File: src/rtl/data_io_sync.sv
`default_nettype none
// ============================================================================
// Module      : data_io_sync
// Description : SPI slave (mode 0) for the board MCU. Oversamples the SPI pins
//               in the core clock domain, decodes status/config/index/readback
//               commands and streams ROM download bytes through a FIFO to the
//               ioctl write port under ioctl_wait back-pressure.
// Revision    : 1.0 - initial release
// ============================================================================
module data_io_sync #(
    parameter int AW        = 26,
    parameter int CFG_BYTES = 16,
    parameter int STATUS_W  = 32,
    parameter int FIFO_AW   = 4,
    parameter int CONF_AW   = 10
) (
    input  logic                   clk,
    input  logic                   rst_n,
    input  logic                   SPI_SCK,
    input  logic                   SPI_SS2,
    input  logic                   SPI_DI,
    output logic                   SPI_DO,
    output logic                   SPI_DO_en,
    input  logic [7:0]             data_in,
    output logic [CONF_AW-1:0]     conf_addr,
    input  logic [7:0]             conf_chr,
    output logic [STATUS_W-1:0]    status,
    output logic [6:0]             core_mod,
    output logic [8*CFG_BYTES-1:0] config_buffer,
    output logic                   ioctl_download,
    output logic [7:0]             ioctl_index,
    output logic                   ioctl_wr,
    output logic [AW-1:0]          ioctl_addr,
    output logic [7:0]             ioctl_dout,
    input  logic                   ioctl_wait,
    output logic                   ioctl_ovf
);

    localparam int         STATUS_BYTES = STATUS_W / 8;
    localparam int         FIFO_DEPTH   = 1 << FIFO_AW;
    localparam logic [7:0] CMD_ID       = 8'h00;
    localparam logic [7:0] CMD_DATA_IN  = 8'h10;
    localparam logic [7:0] CMD_CONF_RD  = 8'h14;
    localparam logic [7:0] CMD_STATUS   = 8'h15;
    localparam logic [7:0] CMD_INDEX    = 8'h55;
    localparam logic [7:0] CMD_CONFIG   = 8'h60;
    localparam logic [7:0] CMD_DL_START = 8'h61;
    localparam logic [7:0] CMD_DL_END   = 8'h62;
    localparam logic [7:0] ID_BYTE      = 8'h4B;

    // ---------------- input synchronisers ----------------
    logic [2:0] sck_q;      // [1] synced, [2] previous synced value
    logic [1:0] ss_q;
    logic [1:0] di_q;

    // Two-flop synchronisers plus one history flop on SCK for edge detection
    always_ff @(posedge clk or negedge rst_n) begin
        if (!rst_n) begin
            sck_q <= 3'b000;
            ss_q  <= 2'b11;
            di_q  <= 2'b00;
        end else begin
            sck_q <= {sck_q[1:0], SPI_SCK};
            ss_q  <= {ss_q[0], SPI_SS2};
            di_q  <= {di_q[0], SPI_DI};
        end
    end

    logic sck_rise, sck_fall, ss_idle;
    assign ss_idle  = ss_q[1];
    assign sck_rise = sck_q[1] & ~sck_q[2] & ~ss_idle;
    assign sck_fall = ~sck_q[1] & sck_q[2] & ~ss_idle;

    // ---------------- receive path ----------------
    logic [2:0] bit_cnt_q;
    logic [7:0] byte_cnt_q;   // saturating; 0 = command byte
    logic [6:0] sr_q;
    logic [7:0] cmd_q;
    logic [7:0] rx_byte_d;
    logic [7:0] data_idx_d;
    logic       byte_done_d, cmd_done_d, data_done_d;

    assign rx_byte_d   = {sr_q, di_q[1]};
    assign byte_done_d = sck_rise && (bit_cnt_q == 3'd7);
    assign cmd_done_d  = byte_done_d && (byte_cnt_q == 8'd0);
    assign data_done_d = byte_done_d && (byte_cnt_q != 8'd0);
    assign data_idx_d  = byte_cnt_q - 8'd1;

    // Bit/byte counting and command capture; SS2 high aborts any partial byte
    always_ff @(posedge clk or negedge rst_n) begin
        if (!rst_n) begin
            bit_cnt_q  <= 3'd0;
            byte_cnt_q <= 8'd0;
            sr_q       <= 7'd0;
            cmd_q      <= 8'd0;
        end else if (ss_idle) begin
            bit_cnt_q  <= 3'd0;
            byte_cnt_q <= 8'd0;
            cmd_q      <= 8'd0;
        end else if (sck_rise) begin
            sr_q      <= rx_byte_d[6:0];
            bit_cnt_q <= bit_cnt_q + 3'd1;
            if (byte_done_d && byte_cnt_q != 8'hFF)
                byte_cnt_q <= byte_cnt_q + 8'd1;
            if (cmd_done_d)
                cmd_q <= rx_byte_d;
        end
    end

    // Register-file style commands: status word, core variant, config bytes, index
    always_ff @(posedge clk or negedge rst_n) begin
        if (!rst_n) begin
            status        <= '0;
            core_mod      <= 7'd0;
            config_buffer <= '0;
            ioctl_index   <= 8'd0;
        end else if (data_done_d) begin
            case (cmd_q)
                CMD_STATUS: begin
                    for (int k = 0; k < STATUS_BYTES; k++)
                        if (data_idx_d == 8'(k))
                            status[STATUS_W-1-8*k -: 8] <= rx_byte_d;
                    if (data_idx_d == 8'(STATUS_BYTES))
                        core_mod <= rx_byte_d[6:0];
                end
                CMD_CONFIG: begin
                    for (int k = 0; k < CFG_BYTES; k++)
                        if (data_idx_d == 8'(k))
                            config_buffer[8*(CFG_BYTES-1-k) +: 8] <= rx_byte_d;
                end
                CMD_INDEX: ioctl_index <= rx_byte_d;
                default: ;
            endcase
        end
    end

    // ---------------- transmit path ----------------
    logic [7:0] tx_byte_d;
    logic [7:0] tx_sr_q;

    always_comb begin
        tx_byte_d = 8'd0;
        case (cmd_q)
            CMD_ID:      tx_byte_d = ID_BYTE;
            CMD_DATA_IN: tx_byte_d = data_in;
            CMD_CONF_RD: tx_byte_d = conf_chr;
            default:     tx_byte_d = 8'd0;
        endcase
    end

    // MISO shifter: the fall that begins a new byte (bit count 0) loads the reply
    always_ff @(posedge clk or negedge rst_n) begin
        if (!rst_n) begin
            SPI_DO    <= 1'b0;
            SPI_DO_en <= 1'b0;
            tx_sr_q   <= 8'd0;
            conf_addr <= '0;
        end else begin
            SPI_DO_en <= ~ss_idle;
            if (ss_idle) begin
                SPI_DO    <= 1'b0;
                tx_sr_q   <= 8'd0;
                conf_addr <= '0;
            end else begin
                if (sck_fall) begin
                    if (bit_cnt_q == 3'd0) begin
                        SPI_DO  <= tx_byte_d[7];
                        tx_sr_q <= {tx_byte_d[6:0], 1'b0};
                    end else begin
                        SPI_DO  <= tx_sr_q[7];
                        tx_sr_q <= {tx_sr_q[6:0], 1'b0};
                    end
                end
                // Bit 0 of the reply has gone out by the time its byte completes
                if (data_done_d && cmd_q == CMD_CONF_RD)
                    conf_addr <= conf_addr + 1'b1;
            end
        end
    end

    // ---------------- download FIFO ----------------
    logic [7:0]     mem_q [FIFO_DEPTH];
    logic [FIFO_AW:0] wptr_q, rptr_q;
    logic [AW-1:0]  addr_cnt_q;
    logic           end_pend_q;
    logic           fifo_empty_d, fifo_full_d, push_d, pop_d, flush_d, dl_end_d;

    assign fifo_empty_d = (wptr_q == rptr_q);
    assign fifo_full_d  = (wptr_q[FIFO_AW] != rptr_q[FIFO_AW]) &&
                          (wptr_q[FIFO_AW-1:0] == rptr_q[FIFO_AW-1:0]);
    assign flush_d      = cmd_done_d && (rx_byte_d == CMD_DL_START);
    assign dl_end_d     = cmd_done_d && (rx_byte_d == CMD_DL_END);
    // Blocking on the previous strobe spaces strobes at least two cycles apart
    assign pop_d        = !fifo_empty_d && !ioctl_wait && !ioctl_wr && !flush_d;
    assign push_d       = data_done_d && (cmd_q == CMD_DL_START) &&
                          (!fifo_full_d || pop_d);

    // FIFO storage; contents are don't-care while the pointers say empty
    always_ff @(posedge clk) begin
        if (push_d)
            mem_q[wptr_q[FIFO_AW-1:0]] <= rx_byte_d;
    end

    // FIFO pointers, write strobe generation, download state and overflow flag
    always_ff @(posedge clk or negedge rst_n) begin
        if (!rst_n) begin
            wptr_q         <= '0;
            rptr_q         <= '0;
            addr_cnt_q     <= '0;
            ioctl_wr       <= 1'b0;
            ioctl_addr     <= '0;
            ioctl_dout     <= 8'd0;
            ioctl_download <= 1'b0;
            ioctl_ovf      <= 1'b0;
            end_pend_q     <= 1'b0;
        end else begin
            ioctl_wr <= pop_d;
            if (push_d)
                wptr_q <= wptr_q + 1'b1;
            if (flush_d) begin
                rptr_q         <= wptr_q;
                addr_cnt_q     <= '0;
                ioctl_download <= 1'b1;
                ioctl_ovf      <= 1'b0;
                end_pend_q     <= 1'b0;
            end else if (pop_d) begin
                rptr_q     <= rptr_q + 1'b1;
                ioctl_dout <= mem_q[rptr_q[FIFO_AW-1:0]];
                ioctl_addr <= addr_cnt_q;
                addr_cnt_q <= addr_cnt_q + 1'b1;
            end
            if (data_done_d && cmd_q == CMD_DL_START && fifo_full_d && !pop_d)
                ioctl_ovf <= 1'b1;
            if (dl_end_d)
                end_pend_q <= 1'b1;
            else if (end_pend_q && fifo_empty_d && !pop_d && !ioctl_wr) begin
                end_pend_q     <= 1'b0;
                ioctl_download <= 1'b0;
            end
        end
    end

endmodule
`default_nettype wire

File: config.mk
export PLATFORM = sky130hd
export DESIGN_NAME = data_io_sync
export DESIGN_NICKNAME = d
export VERILOG_FILES = /design/src/rtl/data_io_sync.sv
export SDC_FILE = /design/constraint.sdc
export NUM_CORES = 1
export LEC_CHECK = 0
export ABC_AREA = 1
export CAP_MARGIN = 30
export CELL_PAD_IN_SITES_DETAIL_PLACEMENT = 0
export CELL_PAD_IN_SITES_GLOBAL_PLACEMENT = 2
export CORE_MARGIN = 5
export CORE_UTILIZATION = 31
export DETAILED_ROUTE_END_ITERATION = 7
export PLACE_DENSITY = 0.87
export SYNTH_ARGS = -nofsm -noshare
export SYNTH_HDL_FRONTEND = slang
export SYNTH_SLANG_ARGS = --single-unit
File: constraint.sdc
create_clock -name clk -period 2.4 [get_ports clk]
set_input_delay 0.48 -clock clk [delete_from_list [all_inputs] [get_ports clk]]
set_output_delay 0.48 -clock clk [all_outputs]
set_load 0.05 [all_outputs]
==> summary.txt <==
Slew @ Worst Pin: 642.7 ps
most common cell after layout, fill and taps aside: nand2_1
Syn Area/Cell: 8.964 sq um
# clock sinks: 429
global-route usage over all layers: 0.1746
CTS Buf Count: 50
area delta synth->final: 30.37%
power per cell area: 813.3 nW/um^2
post-route ant nets: 0
Setup TNS Final: 0 ps
core area: 63,200 sq um
largest net degree at the start of global routing: 67
initial antenna violation count: 0
filler instances: 6,133
Slew Viols, Final: 0
Clock Tree Buf Depth: 3
clk root buf: clkbuf_16
f_max: 430.0 MHz
total number of vias: 16,120
drt initial violations: 1,068
gpl congestion: 0.8543
antenna diode count: 0
Buf/Inv on CP: 1
area of the multi-input gates: 6740 sq um
overall power: 21.01 mW
Post-layout nets: 2,559
hold crit path type: input pin to flop
worst skew pair latency: 590 ps
end-of-flow core utilization: 0.4087
vias in the first global route: 16,250
synthesized flop and latch total: 429
GRT overflow: 0
CP cell instances: clkdlybuf4s50_1
Fin Hold WS: 338.9 ps
critical path endpoint category: output port
first-pass GRT wire length: 96,800 microns
share of cells above drive strength 1: 0.1072
fin crit share: 0.9690
post-DP HPWL: 41,580 microns
Post-Syn Area: 19,810 sq um
first drt pass iteration count: 7
Worst-path clk slew: 60 ps
initial core utilization: 0.3135
status: complete, no violations
Worst path slowest cell: clkdlybuf4s50_1
# setup viols final: 0
die area: 69,060 sq um
# rows: 92
I/O pins: 246
CP max FO: 2
min cycle time layout: 2326 ps
CP Class: flop to output port
Worst Skew: 12.44 ps
Synth cell types: 47
Peak VDD IR: 0.0004990 V
final WL: 61,740 microns
register area: 11,380 sq um
Die Span X: 262.8 microns
Crit path max-delay family: buffers and inverters
number of remaining DRC errors: 0
register area share after synthesis: 0.5744
endpoints failing hold: 0
Syn Nets: 2,248
cells after synthesis: 2,210
Worst setup SP type: flop
CP peak stage delay: 900 ps
total number of H-tree levels: 2
WL/cell: 18.15 microns
CTS tree: built
yosys warns: 0
Die Y: 262.8 microns
most frequent cells in the layout: nand2_1, inv_1, dfrtp_1
worst path arrival time: 1850 ps
max capacitance violation total: 0
Vias/cell: 4.737
leakage: 12.16 nW
required time of the critical path: 1920 ps
IO Port Bufs: 245
Slew headroom: 0.5715
[cells in the mapped netlist, drive strengths merged]
| cell | n | area share |
|---|---|---|
| nand2 | 603 | 0.11 |
| inv | 342 | 0.065 |
| dfrtp | 299 | 0.38 |
| nor2 | 175 | 0.040 |
| o21ai | 167 | 0.042 |
| nand4 | 159 | 0.051 |
| edfxtp | 128 | 0.19 |
| nand3 | 95 | 0.031 |
| buf | 52 | 0.019 |
| clkbuf | 46 | 0.0087 |
| nor3 | 28 | 0.0076 |
| o22ai | 24 | 0.0076 |
| o211ai | 21 | 0.0080 |
| ha | 16 | 0.010 |
| xor2 | 13 | 0.0057 |
| a21oi | 9 | 0.0025 |
| xnor2 | 8 | 0.0039 |
| o31ai | 7 | 0.0027 |
| a32oi | 5 | 0.0022 |
| a21o | 3 | 0.0011 |
| dfstp | 2 | 0.0027 |
| a22o | 1 | 0.00044 |
| a22oi | 1 | 0.00038 |
| a2bb2oi | 1 | 0.00044 |
| clkinv | 1 | 0.00019 |
| nor3b | 1 | 0.00038 |
| nor4 | 1 | 0.00032 |
| o21a | 1 | 0.00038 |
| o21bai | 1 | 0.00038 |
[final cells by class]
type                       instances  area share
multi-input combinational       1340      0.2610
clock inverter                    28     0.01841
tap                              846     0.04098
timing repair buffer             357      0.1369
inverter                         343     0.05009
clock buffer                      59     0.05208
sequential                       429      0.4406
[flip-flops by register name (all words and copies together), names as in the netlist, 2 cells and up]
register       count
ss_q               2
status            32
bit_cnt_q          3
conf_addr         10
config_buffer    128
mem_q            128
byte_cnt_q         8
sck_q              3
cmd_q              8
rptr_q             5
addr_cnt_q        26
ioctl_addr        26
di_q               2
sr_q               7
ioctl_index        8
tx_sr_q            7
ioctl_dout         8
wptr_q             5
core_mod           7
[final timing paths]
check,from,to,slack [ps],cells past startpoint
setup / recovery,config_buffer[7],config_buffer[7],70,1
hold / removal,SPI_SS2,ss_q[0],340,1
setup reg to reg,bit_cnt_q[0],mem_q[6][3],100,11
hold reg to reg,di_q[0],di_q[1],350,0
max in group asynchronous,rst_n,config_buffer[4],1210,3
min in group asynchronous,rst_n,tx_sr_q[1],450,2
[metrics by stage]
step	std cells	setup WS (ps)	cell area, sq um
2_1_floorplan	2210	-89.67	19880
3_3_place_gp	3306	-7.219	23820
3_5_place_dp	3306	-68.90	23820
4_1_cts	3394	5.314	25650
5_1_grt	3402	-14.80	25830
6_report	3402	74.48	25830
[where the power goes]
part | leakage (nW) | internal [mW] | switching [mW] | total (mW)
Clock | 0.883 | 5.29 | 3.17 | 8.46
Sequential | 5.30 | 7.91 | 0.242 | 8.15
Combinational | 5.97 | 1.22 | 3.19 | 4.40
Total | 12.2 | 14.4 | 6.60 | 21.0
[cell families (layout without fill, tap and decap cells)]
logic type | count (synthesis) | after routing | share of synthesized area
flops | 429 | 429 | 0.5744
buf+inv | 441 | 787 | 0.09278
fa+ha+maj | 16 | 16 | 0.01011
compound gates | 241 | 241 | 0.06821
simple gates | 1062 | 1062 | 0.2449
xor+xnor | 21 | 21 | 0.009664
[per-layer routing]
layer  part of all wire  track usage  vias to the layer above  wire, microns
li1                   -            -                     7813              -
met4              0.026      0.05003                        0           1604
met3              0.078      0.05121                       89           4811
met2               0.47       0.2826                      447          28850
met5                  0            0                        -              0
met1               0.43       0.2293                     7767          26470
[repair_timing]
| item | in CTS | in global routing |
|---|---|---|
| setup endpoints to repair | 14 | 294 |
| setup buffers | 0 | 8 |
| hold buffers | 1 | 0 |
| resized for setup | 7 | 21 |
| hold endpoints to repair | 49 | 0 |
| gates cloned | 0 | 0 |
| pin swaps | 0 | 5 |
Power figures use the tool's default switching activity.
